### src/rtl/obi_pkg.sv
// OBI master-side request and slave-side response types.
package obi_pkg;

  typedef struct packed {
    logic        req;
    logic        we;
    logic [3:0]  be;
    logic [31:0] addr;
    logic [31:0] wdata;
  } obi_req_t;

  typedef struct packed {
    logic        gnt;
    logic        rvalid;
    logic [31:0] rdata;
  } obi_resp_t;

endpackage

### src/rtl/reg_pkg.sv
// Register-bus request/response types shared by register-bus agents and bridges.
package reg_pkg;

  typedef struct packed {
    logic        valid;
    logic        write;
    logic [31:0] addr;
    logic [31:0] wdata;
    logic [3:0]  wstrb;
  } reg_req_t;

  typedef struct packed {
    logic        ready;
    logic [31:0] rdata;
    logic        error;
  } reg_rsp_t;

endpackage

### src/rtl/reg_to_obi_bridge.sv
// Register-bus to OBI initiator bridge. One transaction in flight; an address
// window filters requests and a response timeout keeps a dead slave from
// hanging the register bus. A timed-out response is later swallowed in DRAIN.
module reg_to_obi_bridge
  import reg_pkg::*;
  import obi_pkg::*;
#(
  parameter logic [31:0] AddrFirst     = 32'h0000_0000,
  parameter logic [31:0] AddrLast      = 32'hFFFF_FFFF,
  parameter int unsigned TimeoutCycles = 32'd1024
) (
  input  logic      clk_i,
  input  logic      rst_ni,
  input  reg_req_t  reg_req_i,
  output reg_rsp_t  reg_rsp_o,
  output obi_req_t  master_req_o,
  input  obi_resp_t master_resp_i
);

  typedef enum logic [2:0] {
    ST_IDLE   = 3'd0,
    ST_REQ    = 3'd1,
    ST_WAIT_R = 3'd2,
    ST_RSP    = 3'd3,
    ST_DRAIN  = 3'd4
  } state_e;

  typedef struct packed {
    logic        write;
    logic [31:0] addr;
    logic [31:0] wdata;
    logic [3:0]  wstrb;
  } hold_t;

  localparam bit          TimeoutEn = (TimeoutCycles != 32'd0);
  localparam int unsigned CntW      = TimeoutEn ? $clog2(TimeoutCycles + 32'd1) : 32'd1;
  localparam logic [CntW-1:0] CntLast =
    CntW'(TimeoutEn ? (TimeoutCycles - 32'd1) : 32'd0);

  state_e          state_q, state_d;
  hold_t           hold_q,  hold_d;
  logic            req_q,   req_d;
  reg_rsp_t        rsp_q,   rsp_d;
  logic [CntW-1:0] cnt_q,   cnt_d;
  logic            drain_q, drain_d;

  // Unsigned inclusive window compare on the incoming address.
  function automatic logic in_window(input logic [31:0] addr);
    return (addr >= AddrFirst) && (addr <= AddrLast);
  endfunction

  // Next-state and registered-output computation for the bridge FSM.
  always_comb begin
    state_d = state_q;
    hold_d  = hold_q;
    req_d   = req_q;
    rsp_d   = rsp_q;
    cnt_d   = cnt_q;
    drain_d = drain_q;
    case (state_q)
      ST_IDLE: begin
        rsp_d.ready = 1'b0;
        if (reg_req_i.valid) begin
          hold_d.write = reg_req_i.write;
          hold_d.addr  = reg_req_i.addr;
          hold_d.wdata = reg_req_i.wdata;
          hold_d.wstrb = reg_req_i.wstrb;
          if (in_window(reg_req_i.addr)) begin
            req_d   = 1'b1;
            state_d = ST_REQ;
          end else begin
            rsp_d.ready = 1'b1;
            rsp_d.rdata = 32'h0000_0000;
            rsp_d.error = 1'b1;
            state_d     = ST_RSP;
          end
        end else begin
          state_d = ST_IDLE;
        end
      end
      ST_REQ: begin
        // req stays up until granted; OBI does not allow withdrawing it.
        if (master_resp_i.gnt) begin
          req_d   = 1'b0;
          cnt_d   = '0;
          state_d = ST_WAIT_R;
        end else begin
          state_d = ST_REQ;
        end
      end
      ST_WAIT_R: begin
        // rvalid has priority over a simultaneous timeout expiry.
        if (master_resp_i.rvalid) begin
          rsp_d.ready = 1'b1;
          rsp_d.rdata = hold_q.write ? 32'h0000_0000 : master_resp_i.rdata;
          rsp_d.error = 1'b0;
          state_d     = ST_RSP;
        end else if (TimeoutEn && (cnt_q == CntLast)) begin
          rsp_d.ready = 1'b1;
          rsp_d.rdata = 32'h0000_0000;
          rsp_d.error = 1'b1;
          drain_d     = 1'b1;
          state_d     = ST_RSP;
        end else if (TimeoutEn) begin
          cnt_d = cnt_q + CntW'(1'b1);
        end else begin
          cnt_d = cnt_q;
        end
      end
      ST_RSP: begin
        rsp_d.ready = 1'b0;
        if (drain_q) begin
          state_d = ST_DRAIN;
        end else begin
          state_d = ST_IDLE;
        end
      end
      ST_DRAIN: begin
        // The orphaned response is dropped; its data never reaches rdata.
        if (master_resp_i.rvalid) begin
          drain_d = 1'b0;
          state_d = ST_IDLE;
        end else begin
          state_d = ST_DRAIN;
        end
      end
      default: begin
        state_d = ST_IDLE;
        req_d   = 1'b0;
        rsp_d   = '0;
        cnt_d   = '0;
        drain_d = 1'b0;
      end
    endcase
  end

  // State, holding and output registers with asynchronous reset.
  always_ff @(posedge clk_i or negedge rst_ni) begin
    if (!rst_ni) begin
      state_q <= ST_IDLE;
      hold_q  <= '0;
      req_q   <= 1'b0;
      rsp_q   <= '0;
      cnt_q   <= '0;
      drain_q <= 1'b0;
    end else begin
      state_q <= state_d;
      hold_q  <= hold_d;
      req_q   <= req_d;
      rsp_q   <= rsp_d;
      cnt_q   <= cnt_d;
      drain_q <= drain_d;
    end
  end

  // OBI request fields come straight from registers.
  always_comb begin
    master_req_o.req   = req_q;
    master_req_o.we    = hold_q.write;
    master_req_o.be    = hold_q.wstrb;
    master_req_o.addr  = hold_q.addr;
    master_req_o.wdata = hold_q.wdata;
  end

  assign reg_rsp_o = rsp_q;

endmodule

### config.mk
export PLATFORM = sky130hd
export DESIGN_NAME = reg_to_obi_bridge
export DESIGN_NICKNAME = d
export VERILOG_FILES = /design/src/rtl/obi_pkg.sv /design/src/rtl/reg_pkg.sv /design/src/rtl/reg_to_obi_bridge.sv
export SDC_FILE = /design/constraint.sdc
export NUM_CORES = 1
export LEC_CHECK = 0
export CORE_UTILIZATION = 38
export DETAILED_ROUTE_END_ITERATION = 8
export PLACE_DENSITY = 0.74
export SETUP_SLACK_MARGIN = 0.3
export SYNTH_ARGS = -nofsm -noshare
export SYNTH_HDL_FRONTEND = slang
export SYNTH_SLANG_ARGS = --single-unit
### constraint.sdc
create_clock -name clk_i -period 2.9 [get_ports clk_i]
set_input_delay 0.87 -clock clk_i [delete_from_list [all_inputs] [get_ports clk_i]]
set_output_delay 0.87 -clock clk_i [all_outputs]
set_load 0.01 [all_outputs]
======== Word level (Yosys, flattened, before mapping) ========
Cells that the tools add are included.
storage, ports and cells
  output and inout port bits .............. 104
  latch bits .............................. 0
  bits in read-only memories .............. 0
  word-level logic and storage cells ...... 73
  memories ................................ 0
  memory bits (writable) .................. 0
  bits in registers ....................... 119
cells by class
  muxes and demuxes ....................... 27
  bitwise logic cells ..................... 5
  add/subtract/negate cells ............... 1
  shift-type cells ........................ 0
  $mul .................................... 0
  eq/ne operators ......................... 14
  divide/modulo/power cells ............... 0
  $lt $le $gt $ge ......................... 2
  reductions and logical operators ........ 13
operators by type and width
  operator                                                                 number
  34-bit two-way mux                                                       4
  33-bit case mux with 3 select lines                                      1
  11-bit two-way mux                                                       3
  11-bit case mux with 3 select lines                                      1
  32-bit by 1-bit >= comparator with 1-bit output (second input constant)  1
  32-bit <= comparator (second input constant)                             1
  32-bit two-way mux                                                       1
  2-bit != test (second input constant)                                    8
  4-bit AND reduction                                                      4
  3-bit two-way mux                                                        5
  3-bit case mux with 5 select lines                                       1
  3-bit OR reduction                                                       4
  11-bit by 1-bit adder with 11-bit output (second input constant)         1
  11-bit by 10-bit == test with 1-bit output (second input constant)       1
  1-bit case mux with 3 select lines                                       3
  3-bit by 2-bit == test with 1-bit output (second input constant)         2
  1-bit two-way mux                                                        6
  1-bit NOT                                                                5
  2-bit two-way mux                                                        2
  2-bit AND reduction                                                      2
  3-bit by 1-bit == test with 1-bit output (second input constant)         1
  3-bit == test (second input constant)                                    1
  3-bit logical NOT                                                        1
  3-bit != test (second input constant)                                    1
  2 further kinds                                                          2

======== Logic depth before layout (Yosys ltp) ========
  word-level depth ........................ 5
  gate-level depth with buffers ........... 6
  mapped depth without buffers ............ 5

======== Worst setup path after synthesis ========
OpenSTA, ideal clock, no wires.
  path kind ............................... input to register
  start ................................... input port reg_req_i[69] in the netlist's numbering
  end ..................................... register hold_q (netlist bit master_req_o[0])
  required time ........................... 2.775 ns
  slack ................................... 0.921 ns
  setup time .............................. 0.125 ns
  arrival ................................. 1.854 ns
  stages .................................. 5
  path through ............................ nor2b_1 -> and2_2 -> clkbuf_1 -> buf_2 -> mux2_2
between the ends
  cells in the longest elaborated chain, start to end .. 1
ends and longest elaborated chain
  item                                  line                      source
  start, declared                       reg_to_obi_bridge.sv:14   input reg_req_t reg_req_i,
  2-bit AND reduction (no source line)  --
  end signal, assigned                  reg_to_obi_bridge.sv:148  hold_q <= hold_d;
  end, declared                         reg_to_obi_bridge.sv:41   hold_t hold_q, hold_d;
Every way passes these cells.
A chain may end at the register's enable or synchronous reset.

======== Final worst setup path ========
  start ................................... register hold_q (netlist bit master_req_o[68])
  end ..................................... output port master_req_o[68] in the netlist's numbering
RTL lines
  item           line                     source
  end, declared  reg_to_obi_bridge.sv:16  output obi_req_t master_req_o,
No word-level cell between the ends.

==> metrics.yaml <==
worst_setup_path:
  reg2reg_slack_ns: 0.98
  critical_path_buf_inv_count: 1
  cpLargestDelayFamily: "buffers and inverters"
  crit_type: "flip-flop to output pin"
  cp_slowest_cell: "clkdlybuf4s50_1"
  crit_arrival_ns: 1.44
  cp_slowest_stage_delay_ns: 0.60
  start_kind: "flip-flop"
  path_cells: "clkdlybuf4s50_1"
  crit_path_end_kind: "output pin"
  worstPathMaxFanout: 3
  crit_required_ns: 2.03
yosys:
  synth.cell_area_sq_um: 4740
  synth_top_family_by_area: "multiplexers"
  synth_nets: 437
  avgSynthCellArea_sq_um: 14.4
  yosys.area_share.simple_pct: 6.92
  yosysWarnings: 0
  synth_cell_type_count: 43
  synth_top_flop_cell: "dfrtp_1"
  netlist_instances: 330
  synth_area_leaders: "dfrtp_1 63%, mux2_2 17%, a22o_1 5.5%, buf_2 1.5%, a31oi_1 1.5%"
  muxShareOfSynthArea_pct: 17.1
  ys_seq_area_share_pct: 62.8
  synthAdderAreaFrac_pct: 0.264
  yosysTopAreaCell: "dfrtp_1"
  synthArstFlopShare_pct: 100
  synth_edf_count: 0
  synth_compound_gate_area_share_pct: 10.2
  synth_top_area_share_pct: 62.8
  ys_ff_latch: 119
  synth_xor_area_share_pct: 0
sta:
  max_clock_freq_mhz: 433
  timing.clock.skew_ns: 0.00640
  relSlewSlack_pct: 64.0
  finalHoldViolations: 0
  finalSetupViolations: 0
  rsz0062_at_grt: "false"
  finalSetupTns_ns: 0
  slew_violations: 0
  worst_pin_slew_ns: 0.538
  holdWs_ns: 0.422
  fin_crit_sh_pct: 79.6
  fin_crit_ns: 2.31
route:
  remaining_drc_errors: 0
  via_count: 3566
  dr.pass1.iters: 4
  drtIter0Drc: 151
  wirelength_microns: 11700
  wl_per_cell_microns: 16.1
  drtAntennaViolNets: 0
  detail_route.vias_per_cell: 4.89
die:
  die-area_sq_um: 12900
  rows: 40
  die_y_microns: 114
  start_util_pct: 39.3
  pin_count: 210
  die_width_microns: 114
  core_sq_um: 12100
final_layout:
  layout_common_cells: "208 x clkdlybuf4s50_1, 119 x dfrtp_1, 70 x mux2_2, 30 x a22o_1, 17 x clkbuf_16"
  nets: 656
  final_common_cell: "clkdlybuf4s50_1"
  area_delta_synth_final_pct: 61.5
  drive_gt1_share_pct: 22.3
  antenna_cells: 0
clock_network:
  cts_tree: "yes"
  cts_resized: 0
  clk_pin_slew_ns: 0.05
  clk_latency_ns: 0.40
  hold_buffers: 0
  cts_root_buf: "clkbuf_16"
  cts_sinks: 119
  post_cts_buffers: 0
  cts.path.max_buffers: 2
  htreeDepth: 4
  cts_buffers: 17
worst_hold_path:
  hold_class: "input port to asynchronous set/reset pin"
global_route:
  antenna_found_initial: 0
  grt_pass1_wl_microns: 18700
  grt-ovfl-total: 0
  grt_max_degree: 48
  grt_pass1_vias: 3755
  grtUsageTotal_pct: 19.0
power:
  p_per_area_nw_per_um2: 1090
  power.leakage_nw: 3.24
  ir_drop_uv: 525
place:
  place_congestion: 0.774
  dp_hpwl_microns: 8540
  io_buffer_count: 209
job:
  cap_violations: 0
run_status:
  status: "finished clean"
Yosys cell counts, drive strengths merged (3+ instances only):
cell type  instances
buf               18
nand2b             3
a22o              32
a21oi              5
mux2              70
inv                3
nand3              3
o21ai              8
and3               4
nand2             12
nor2               9
nor2b              4
nor3b              3
a31oi             11
dfrtp            119
sequential cells by signal (all words and copies together), names as in the netlist:
name and flops:
master_req_o 69, reg_rsp_o 34, cnt_q 11, state_q 3, drain_q 1, req_q 1
logic make-up (layout without fill, tap and decap cells):
family          after synthesis  in the layout
compound gates               64             64
fa+ha+maj                     1              1
buf+inv                      23            254
flops                       119            119
mux                          72             72
simple gates                 51             51
per-stage QoR:
stage          power (mW)  util [%]  cells  setup slack, ns  cell area (sq um)
4_1_cts              8.43      63.5    729            0.537               7650
3_3_place_gp         6.11      58.3    698            0.430               7030
3_5_place_dp         6.20      58.3    698            0.408               7030
2_1_floorplan        4.40         -    330            0.921               4740
6_report             8.32      63.5    729            0.590               7650
5_1_grt              8.78      63.5    729            0.514               7650
routing by layer:
layer | global-route usage (%) | up-vias | wire length (microns)
li1 | - | 1654 | -
met1 | 22.0 | 1750 | 4850
met2 | 32.2 | 139 | 5840
met3 | 6.38 | 23 | 783
met4 | 8.51 | 0 | 275
met5 | 0 | - | 0
cell type report:
cell class	count	area, sq um
fillers	966	4410
flip-flops and latches	119	2980
repair buffers	220	2180
multi-input cells	188	1640
clock buffers	23	508
well taps	168	210
clock inverters	8	118
inverters	3	11.3
worst paths after layout:
kind                                  start  depth (start not counted)               end
min in group clk_i            reg_rsp_o[10]                          1     reg_rsp_o[10]
min reg2reg                   reg_rsp_o[10]                          1     reg_rsp_o[10]
max in group asynchronous            rst_ni                          2  master_req_o[61]
min                                  rst_ni                          1           drain_q
max reg2reg                      state_q[0]                          5     reg_rsp_o[24]
max                        master_req_o[68]                          1  master_req_o[68]
where the power goes:
part | switching (mW) | internal [mW] | leakage, nW | total (mW)
Clock | 0.693 | 1.48 | 0.311 | 2.17
Sequential | 0.438 | 2.37 | 1.48 | 2.81
Combinational | 1.30 | 2.04 | 1.45 | 3.35
Total | 2.43 | 5.89 | 3.24 | 8.32
(Power assumes the default switching activity.)
